`config.mk`:
```
export PLATFORM = sky130hd
export DESIGN_NAME = row_stream_sequencer
export DESIGN_NICKNAME = d
export VERILOG_FILES = /design/src/rtl/row_stream_sequencer_pkg.sv /design/src/rtl/row_stream_sequencer_row_result_writer.sv /design/src/rtl/row_stream_sequencer.sv
export SDC_FILE = /design/constraint.sdc
export NUM_CORES = 1
export LEC_CHECK = 0
export CORE_AREA = 3 3 465 467
export CTS_BUF_LIST = sky130_fd_sc_hd__clkbuf_8
export DETAILED_ROUTE_END_ITERATION = 8
export DIE_AREA = 0 0 468 470
export GPL_TIMING_DRIVEN = 0
export PLACE_DENSITY = 0.33
export SYNTH_ARGS = -nofsm -noshare
export SYNTH_HDL_FRONTEND = slang
export SYNTH_HIERARCHICAL = 1
export SYNTH_SLANG_ARGS = --single-unit
```
`constraint.sdc`:
```
create_clock -name clk -period 3.13 [get_ports clk]
set_clock_uncertainty 0.1 [all_clocks]
set_input_delay 0.626 -clock clk [delete_from_list [all_inputs] [get_ports clk]]
set_output_delay 0.626 -clock clk [all_outputs]
set_load 0.02 [all_outputs]
```
`src/rtl/row_stream_sequencer_pkg.sv`:
```
// Shared definitions for the row-by-vector stream sequencer: FSM encoding,
// default geometry and a helper for the segments-per-row value.
package row_stream_sequencer_pkg;

    localparam int NI_DEF            = 8;
    localparam int ELEMENT_WIDTH_DEF = 32;
    localparam int SEG_W             = NI_DEF * ELEMENT_WIDTH_DEF;
    localparam int ADDR_W_DEF        = 12;
    localparam int ROW_W_DEF         = 16;

    typedef enum logic [2:0] {
        ST_IDLE      = 3'd0,
        ST_WAIT_SLOT = 3'd1,
        ST_STREAM    = 3'd2,
        ST_DRAIN     = 3'd3,
        ST_DONE      = 3'd4
    } seq_state_t;

    // A row always has at least one segment.
    function automatic logic [31:0] effective_multiples(input logic [31:0] m);
        return (m == 32'd0) ? 32'd1 : m;
    endfunction

endpackage

```
`src/rtl/row_stream_sequencer_row_result_writer.sv`:
```
// Captures each row result from the dot-product unit into the result memory
// and tells the sequencer when every row of the product has been written.
module row_result_writer #(
    parameter int element_width = 32,
    parameter int ADDR_W        = 12,
    parameter int ROW_W         = 16
) (
    input  logic                     clk,
    input  logic                     reset,
    input  logic                     clear,
    input  logic                     capture_en,
    input  logic                     decoder_read_now,
    input  logic [element_width-1:0] result,
    input  logic [ROW_W-1:0]         no_of_rows,
    output logic                     res_wr_en,
    output logic [ADDR_W-1:0]        res_addr,
    output logic [element_width-1:0] res_wr_data,
    output logic                     all_written
);

    logic [ROW_W-1:0]         count_r;
    logic                     wr_en_r;
    logic [ADDR_W-1:0]        addr_r;
    logic [element_width-1:0] data_r;
    logic                     accept_s;

    assign accept_s = capture_en & decoder_read_now;

    // Result counter runs independently of the read side so captures overlap streaming.
    always_ff @(posedge clk) begin
        if (reset) begin
            count_r <= '0;
            wr_en_r <= 1'b0;
            addr_r  <= '0;
            data_r  <= '0;
        end else begin
            wr_en_r <= accept_s;
            if (clear) begin
                count_r <= '0;
            end else if (accept_s) begin
                count_r <= count_r + {{(ROW_W-1){1'b0}}, 1'b1};
                addr_r  <= ADDR_W'(count_r);
                data_r  <= result;
            end
        end
    end

    assign res_wr_en   = wr_en_r;
    assign res_addr    = addr_r;
    assign res_wr_data = data_r;
    assign all_written = (count_r == no_of_rows);

endmodule

```
`src/rtl/row_stream_sequencer.sv`:
```
// Walks a dense matrix row by row, streaming matrix/vector segments into the
// dot-product unit and collecting the per-row results into the result memory.
module row_stream_sequencer
    import row_stream_sequencer_pkg::*;
#(
    parameter int NI            = NI_DEF,
    parameter int element_width = ELEMENT_WIDTH_DEF,
    parameter int ADDR_W        = ADDR_W_DEF,
    parameter int ROW_W         = ROW_W_DEF
) (
    input  logic                        clk,
    input  logic                        reset,
    input  logic                        go,
    input  logic [ROW_W-1:0]            no_of_rows,
    input  logic [31:0]                 no_of_multiples,
    output logic                        mat_rd_en,
    output logic [ADDR_W-1:0]           mat_addr,
    input  logic [NI*element_width-1:0] mat_rd_data,
    output logic                        vec_rd_en,
    output logic [ADDR_W-1:0]           vec_addr,
    input  logic [NI*element_width-1:0] vec_rd_data,
    output logic [NI*element_width-1:0] a,
    output logic [NI*element_width-1:0] p,
    output logic                        start_row_by_vector,
    input  logic                        I_am_ready,
    input  logic                        give_me_only,
    input  logic                        decoder_read_now,
    input  logic [element_width-1:0]    result,
    output logic                        res_wr_en,
    output logic [ADDR_W-1:0]           res_addr,
    output logic [element_width-1:0]    res_wr_data,
    output logic                        busy,
    output logic                        done
);

    localparam int SEG_LEN = NI * element_width;
    localparam logic [ROW_W-1:0] ROW_ONE = {{(ROW_W-1){1'b0}}, 1'b1};

    seq_state_t          state_r;
    seq_state_t          next_state_s;
    logic [ROW_W-1:0]    rows_r;
    logic [ROW_W-1:0]    rows_issued_r;
    logic [31:0]         mult_r;
    logic [31:0]         seg_r;
    logic [ADDR_W-1:0]   base_r;
    logic                slot_free_r;
    logic                go_accept_s;
    logic                issue_s;
    logic                seg_last_s;
    logic                capture_en_s;
    logic                all_written_s;
    logic                fetch_v_r;
    logic                fetch_first_r;
    logic [SEG_LEN-1:0]  a_r;
    logic [SEG_LEN-1:0]  p_r;
    logic                start_r;
    logic                busy_r;
    logic                done_r;

    assign go_accept_s  = (state_r == ST_IDLE) & go;
    assign issue_s      = (state_r == ST_STREAM);
    assign seg_last_s   = (seg_r == (mult_r - 32'd1));
    assign capture_en_s = (state_r == ST_WAIT_SLOT) | (state_r == ST_STREAM) | (state_r == ST_DRAIN);

    always_ff @(posedge clk) begin
        if (reset) begin
            state_r <= ST_IDLE;
        end else begin
            state_r <= next_state_s;
        end
    end

    always_comb begin
        next_state_s = state_r;
        case (state_r)
            ST_IDLE: begin
                if (go) begin
                    next_state_s = (no_of_rows == '0) ? ST_DONE : ST_WAIT_SLOT;
                end else begin
                    next_state_s = ST_IDLE;
                end
            end
            ST_WAIT_SLOT: begin
                if (I_am_ready && slot_free_r) begin
                    next_state_s = ST_STREAM;
                end else begin
                    next_state_s = ST_WAIT_SLOT;
                end
            end
            ST_STREAM: begin
                if (seg_last_s) begin
                    next_state_s = ((rows_issued_r + ROW_ONE) == rows_r) ? ST_DRAIN : ST_WAIT_SLOT;
                end else begin
                    next_state_s = ST_STREAM;
                end
            end
            ST_DRAIN: begin
                if (all_written_s) begin
                    next_state_s = ST_DONE;
                end else begin
                    next_state_s = ST_DRAIN;
                end
            end
            ST_DONE: next_state_s = ST_IDLE;
            default: next_state_s = ST_IDLE;
        endcase
    end

    always_comb begin
        mat_rd_en = 1'b0;
        vec_rd_en = 1'b0;
        mat_addr  = '0;
        vec_addr  = '0;
        if (issue_s) begin
            mat_rd_en = 1'b1;
            vec_rd_en = 1'b1;
            mat_addr  = base_r + ADDR_W'(seg_r);
            vec_addr  = ADDR_W'(seg_r);
        end else begin
            mat_rd_en = 1'b0;
            vec_rd_en = 1'b0;
        end
    end

    // Row base advances by M at each row end, so row*M needs no multiplier.
    always_ff @(posedge clk) begin
        if (reset) begin
            rows_r        <= '0;
            rows_issued_r <= '0;
            mult_r        <= '0;
            seg_r         <= '0;
            base_r        <= '0;
            slot_free_r   <= 1'b1;
        end else begin
            if (go_accept_s) begin
                rows_r        <= no_of_rows;
                mult_r        <= effective_multiples(no_of_multiples);
                seg_r         <= '0;
                base_r        <= '0;
                rows_issued_r <= '0;
            end else if (issue_s) begin
                if (seg_last_s) begin
                    seg_r         <= '0;
                    base_r        <= base_r + ADDR_W'(mult_r);
                    rows_issued_r <= rows_issued_r + ROW_ONE;
                end else begin
                    seg_r <= seg_r + 32'd1;
                end
            end
            if ((state_r == ST_WAIT_SLOT) && (next_state_s == ST_STREAM)) begin
                slot_free_r <= 1'b0;
            end else if (give_me_only) begin
                slot_free_r <= 1'b1;
            end
        end
    end

    // Two-stage a/p pipeline: read issue -> memory data -> registered segment.
    always_ff @(posedge clk) begin
        if (reset) begin
            fetch_v_r     <= 1'b0;
            fetch_first_r <= 1'b0;
            a_r           <= '0;
            p_r           <= '0;
            start_r       <= 1'b0;
        end else begin
            fetch_v_r     <= issue_s;
            fetch_first_r <= issue_s & (seg_r == 32'd0);
            start_r       <= fetch_v_r & fetch_first_r;
            if (fetch_v_r) begin
                a_r <= mat_rd_data;
                p_r <= vec_rd_data;
            end
        end
    end

    always_ff @(posedge clk) begin
        if (reset) begin
            busy_r <= 1'b0;
            done_r <= 1'b0;
        end else begin
            busy_r <= (next_state_s != ST_IDLE);
            done_r <= (state_r == ST_DONE);
        end
    end

    row_result_writer #(
        .element_width (element_width),
        .ADDR_W        (ADDR_W),
        .ROW_W         (ROW_W)
    ) u_writer (
        .clk              (clk),
        .reset            (reset),
        .clear            (go_accept_s),
        .capture_en       (capture_en_s),
        .decoder_read_now (decoder_read_now),
        .result           (result),
        .no_of_rows       (rows_r),
        .res_wr_en        (res_wr_en),
        .res_addr         (res_addr),
        .res_wr_data      (res_wr_data),
        .all_written      (all_written_s)
    );

    assign a                   = a_r;
    assign p                   = p_r;
    assign start_row_by_vector = start_r;
    assign busy                = busy_r;
    assign done                = done_r;

endmodule

```
==> summary.md <==
| Metric | Value |
|---|---|
| Status | `complete, but fails checks` |
| Violated checks | `setup timing` |
| First drt pass iteration count | `5` |
| Worst Setup End Kind | `output port` |
| # rows | `169` |
| Critical Path Fanout Max | `2` |
| Ys Warns | `6` |
| Worst path cell trace | `ha_4, fa_2, a21o_1, a21oi_2, o21bai_1, a21oi_2, o21ai_2, a21o_1, a21oi_2, xor2_1, nor2_2, buf_6` |
| Clock transition at path regs | `around 60 ps` |
| P per Cell Area | `483 nW/µm²` |
| Fin Setup TNS | `-5890 ps` |
| Post-synth cell types | `83` |
| DR iter-0 viols | `between 1k and 1.5k` |
| Fin. max-slew vios | `0` |
| Top post-synthesis cells by area | `dfxtp_1 50%, mux2i_1 19%, nor2_1 8.7%` |
| Die Span X | `468 µm` |
| Final setup fails | `49` |
| Largest area contributor in the netlist | `dfxtp_1` |
| Core area | `between 200000 and 250000 µm²` |
| CP Buf/Inv Count | `1` |
| FF+latch count, synth | `690` |
| Final WS setup | `-719 ps` |
| Post-Place Cells | `roughly 6.9k` |
| Slowest Stage Delay on Critical Path | `360 ps` |
| GR Overflow Total | `0` |
| Max Cap Viol | `0` |
| Via count | `26.3k` |
| Syn Inst Count | `2846` |
| I/O Buffers | `1183` |
| H-tree depth | `4` |
| Slew Limit Headroom | `13.8%` |
| Worst setup path category | `flip-flop to output port` |
| GP Congestion | `0.842` |
| Vias in the first global route | `26.9k` |
| Die height | `470 µm` |
| Global-route wire length before repair | `245 mm` |
| Via density | `between 3 and 4` |
| Sinks on Clock Net | `690` |
| Cell area after synthesis | `27500 µm²` |
| Hold Vio Cnt, Final | `0` |
| Fin crit share | `123%` |
| Max VDD drop | `0.000370 V` |
| Initial antenna violation count | `89` |
| Largest net degree at the start of global routing | `17` |
| Async SR Flop Fraction | `0%` |
| Most common cell on crit path | `a21oi_2` |
| Share of cells above drive strength 1 | `11.6%` |
| WP data required | `2400 ps` |
| CTS buffer count | `151` |
| Main synth FF type | `dfxtp_1` |
| Multi-input logic area | `13600 µm²` |
| Tot Pwr | `22.9 mW` |
| Fmax | `260 MHz` |
| CTS tree | `built` |
| Hpwl dp | `about 150 mm` |
| Critical path data arrival time | `~3100 ps` |
| Final Critical Period | `3850 ps` |
| Wire length per cell | `25.7 µm` |
| Crit start category | `flip-flop` |
| Filler cell count | `23.2k` |
| Post-Synthesis Net Count | `3473` |
| Total track usage | `between 10% and 20%` |
| Least-Margin Pin Slew | `~1300 ps` |
| Final WL | `184 mm` |
| RSZ-0062 raised after global routing | `yes` |
| Post-synth top area share | `50.2%` |
| Routed Antenna Nets | `0` |
| Cell family with most CP delay | `compound AO/OA/AOI/OAI gates` |
| Nets | `4862` |
| Root buf cell | `clkbuf_8` |
| Lkg Pwr | `16.2 nW` |
| Number of enable flip-flop cells after synthesis | `0` |
| Io pins | `1184` |
| Die area | `220000 µm²` |
| Area Growth Syn to Fin | `72.2%` |
| Clock latency on the worst-skew pair | `890 ps` |
| Mapped Avg Cell Area | `9.68 µm²` |
| DR DRC count | `0` |
| Highest-delay cell along the critical path | `dfxtp_4` |
| Initial Util | `13.0%` |
| FF/Latch Area | `13900 µm²` |
| HP Class | `input port to flip-flop` |
| Post-synthesis sequential area ratio | `50.2%` |
| Layout Cells excl Fill | `about 7.2k` |
| Longest Clk Path Bufs | `3` |
-- placed cells by master (no fill, tap or decap), types with 7 or more instances in the layout --
cell and instances:
xor2_1 60, nand3_1 26, dfxtp_4 9, inv_1 65
and2_4 12, nor3_1 16, or3_1 7, buf_4 53
buf_2 22, nand4_1 30, clkinv_2 10, and3_1 15
diode_2 13, and2_1 7, buf_12 7, nand2_1 176
nor2b_1 10, a22o_1 29, xnor2_1 75, a21oi_1 78
a21oi_2 12, buf_6 28, nor2_4 15, clkbuf_1 91
nor4_4 9, o21ai_0 18, ha_1 22, nor2_1 608
clkbuf_8 182, dfxtp_2 11, nor4_1 33, mux2i_1 525
dfxtp_1 670, buf_1 39, clkbuf_2 13, clkdlybuf4s50_1 1153
nor2_2 20
-- state kept, by name (all words and copies together) (netlist names) --
name and cells:
a 256, p 256, mult_r 32, seg_r 32, u_writer/res_wr_data 32, rows_issued_r 16
rows_r 16, u_writer/count_r 16, base_r 12, u_writer/res_addr 12, state_r 3, busy 1
done 1, fetch_first_r 1, fetch_v_r 1, slot_free_r 1, start_row_by_vector 1, u_writer/res_wr_en 1
-- layer usage --
| layer | GRT usage, % | vias up | part of all wire [%] |
|---|---|---|---|
| li1 | - | 12500 | - |
| met1 | 18.1 | 12500 | 40 |
| met2 | 28.7 | 966 | 50 |
| met3 | 6.94 | 284 | 8.8 |
| met4 | 2.91 | 48 | 1.6 |
| met5 | 0 | - | 0.17 |
-- worst register-to-register path, stage by stage (launching register included) --
cell	delay (ps)
dfxtp_4	350
or4_4	550
buf_6	140
or3_4	340
o31ai_4	210
o21ai_1	90
nand4b_1	180
buf_6	150
or2_4	280
nor3_4	200
buf_6	150
buf_8	140
mux2i_1	190
nor2_1	50
-- worst paths after layout --
check | slack (ps) | to | start | depth (start not counted)
setup / recovery | -720 | mat_addr[10] | seg_r[0]$_SDFFE_PP0P_ | 12
setup reg to reg | -150 | base_r[9]$_SDFFE_PP0P_ | mult_r[21]$_SDFFE_PP0P_ | 13
hold reg to reg | 320 | start_row_by_vector$_SDFF_PP0_ | fetch_first_r$_SDFF_PP0_ | 2
hold / removal | 210 | u_writer/res_wr_data[21]$_SDFFE_PP0P_ | result[21] | 3
-- cell usage after synthesis, drive strengths merged (5+ instances only) --
cell,instances
a31o,5
nor4,44
mux2i,525
nor2,643
clkbuf,110
o31ai,5
a21oi,90
inv,19
nand2,178
and2,19
nand4b,5
or4,6
xnor2,77
o21ai,25
or2,6
ha,27
buf,75
dfxtp,690
nand3b,5
a211oi,5
nand3,30
a22o,29
mux2,6
o211ai,6
nor3,21
xor2,61
nor2b,10
a31oi,6
or3,12
and3,16
nand4,32
-- report_power, final --
| group | switching, mW | leakage (nW) | internal (mW) |
|---|---|---|---|
| combinational | 1.56 | 8.88 | 1.58 |
| sequential | 0.202 | 5.59 | 9.02 |
| clock | 4.77 | 1.76 | 5.78 |
-- cell families after synthesis --
| family | share of synthesized area, % |
|---|---|
| XOR/XNOR | 4.39 |
| adder cells (fa/ha/maj) | 1.37 |
| AND/OR/NAND/NOR | 16.7 |
| buffers and inverters | 3.08 |
| AO/OA/AOI/OAI | 4.99 |
| flip-flops | 50.2 |
| multiplexers | 19.3 |
-- timing repair --
action / CTS / global route
cloned: 6 / 0
hold buffers: 0 / 0
setup buffers: 48 / 16
resized for setup: 297 / 94
setup endpoints to repair: 200 / 98
endpoints found under the hold margin: 0 / 0
pin swaps: 79 / 39
-- through the flow --
stage / util [%] / cell area (µm²) / worst slack [ps] / hold WS, ps
2_1_floorplan: - / 27500 / 39.0 / 304
3_3_place_gp: 20.2 / 42900 / -2230 / 320
3_5_place_dp: 20.3 / 43000 / -1210 / 314
4_1_cts: 22.2 / 47100 / -1000 / 26.8
5_1_grt: 22.3 / 47400 / -996 / 94.8
6_report: 22.4 / 47400 / -719 / 207
-- final cells by class --
type | instances | share of cell area, %
clock inverters | 80 | 1.25
multi-input cells | 1953 | 28.6
repair buffers | 1247 | 26.2
clock buffers | 182 | 5.28
well taps | 2821 | 7.44
inverters | 19 | 0.166
flip-flops and latches | 690 | 29.2
plain buffers | 173 | 1.73
diodes | 13 | 0.0686
Power figures use the tool's default switching activity.
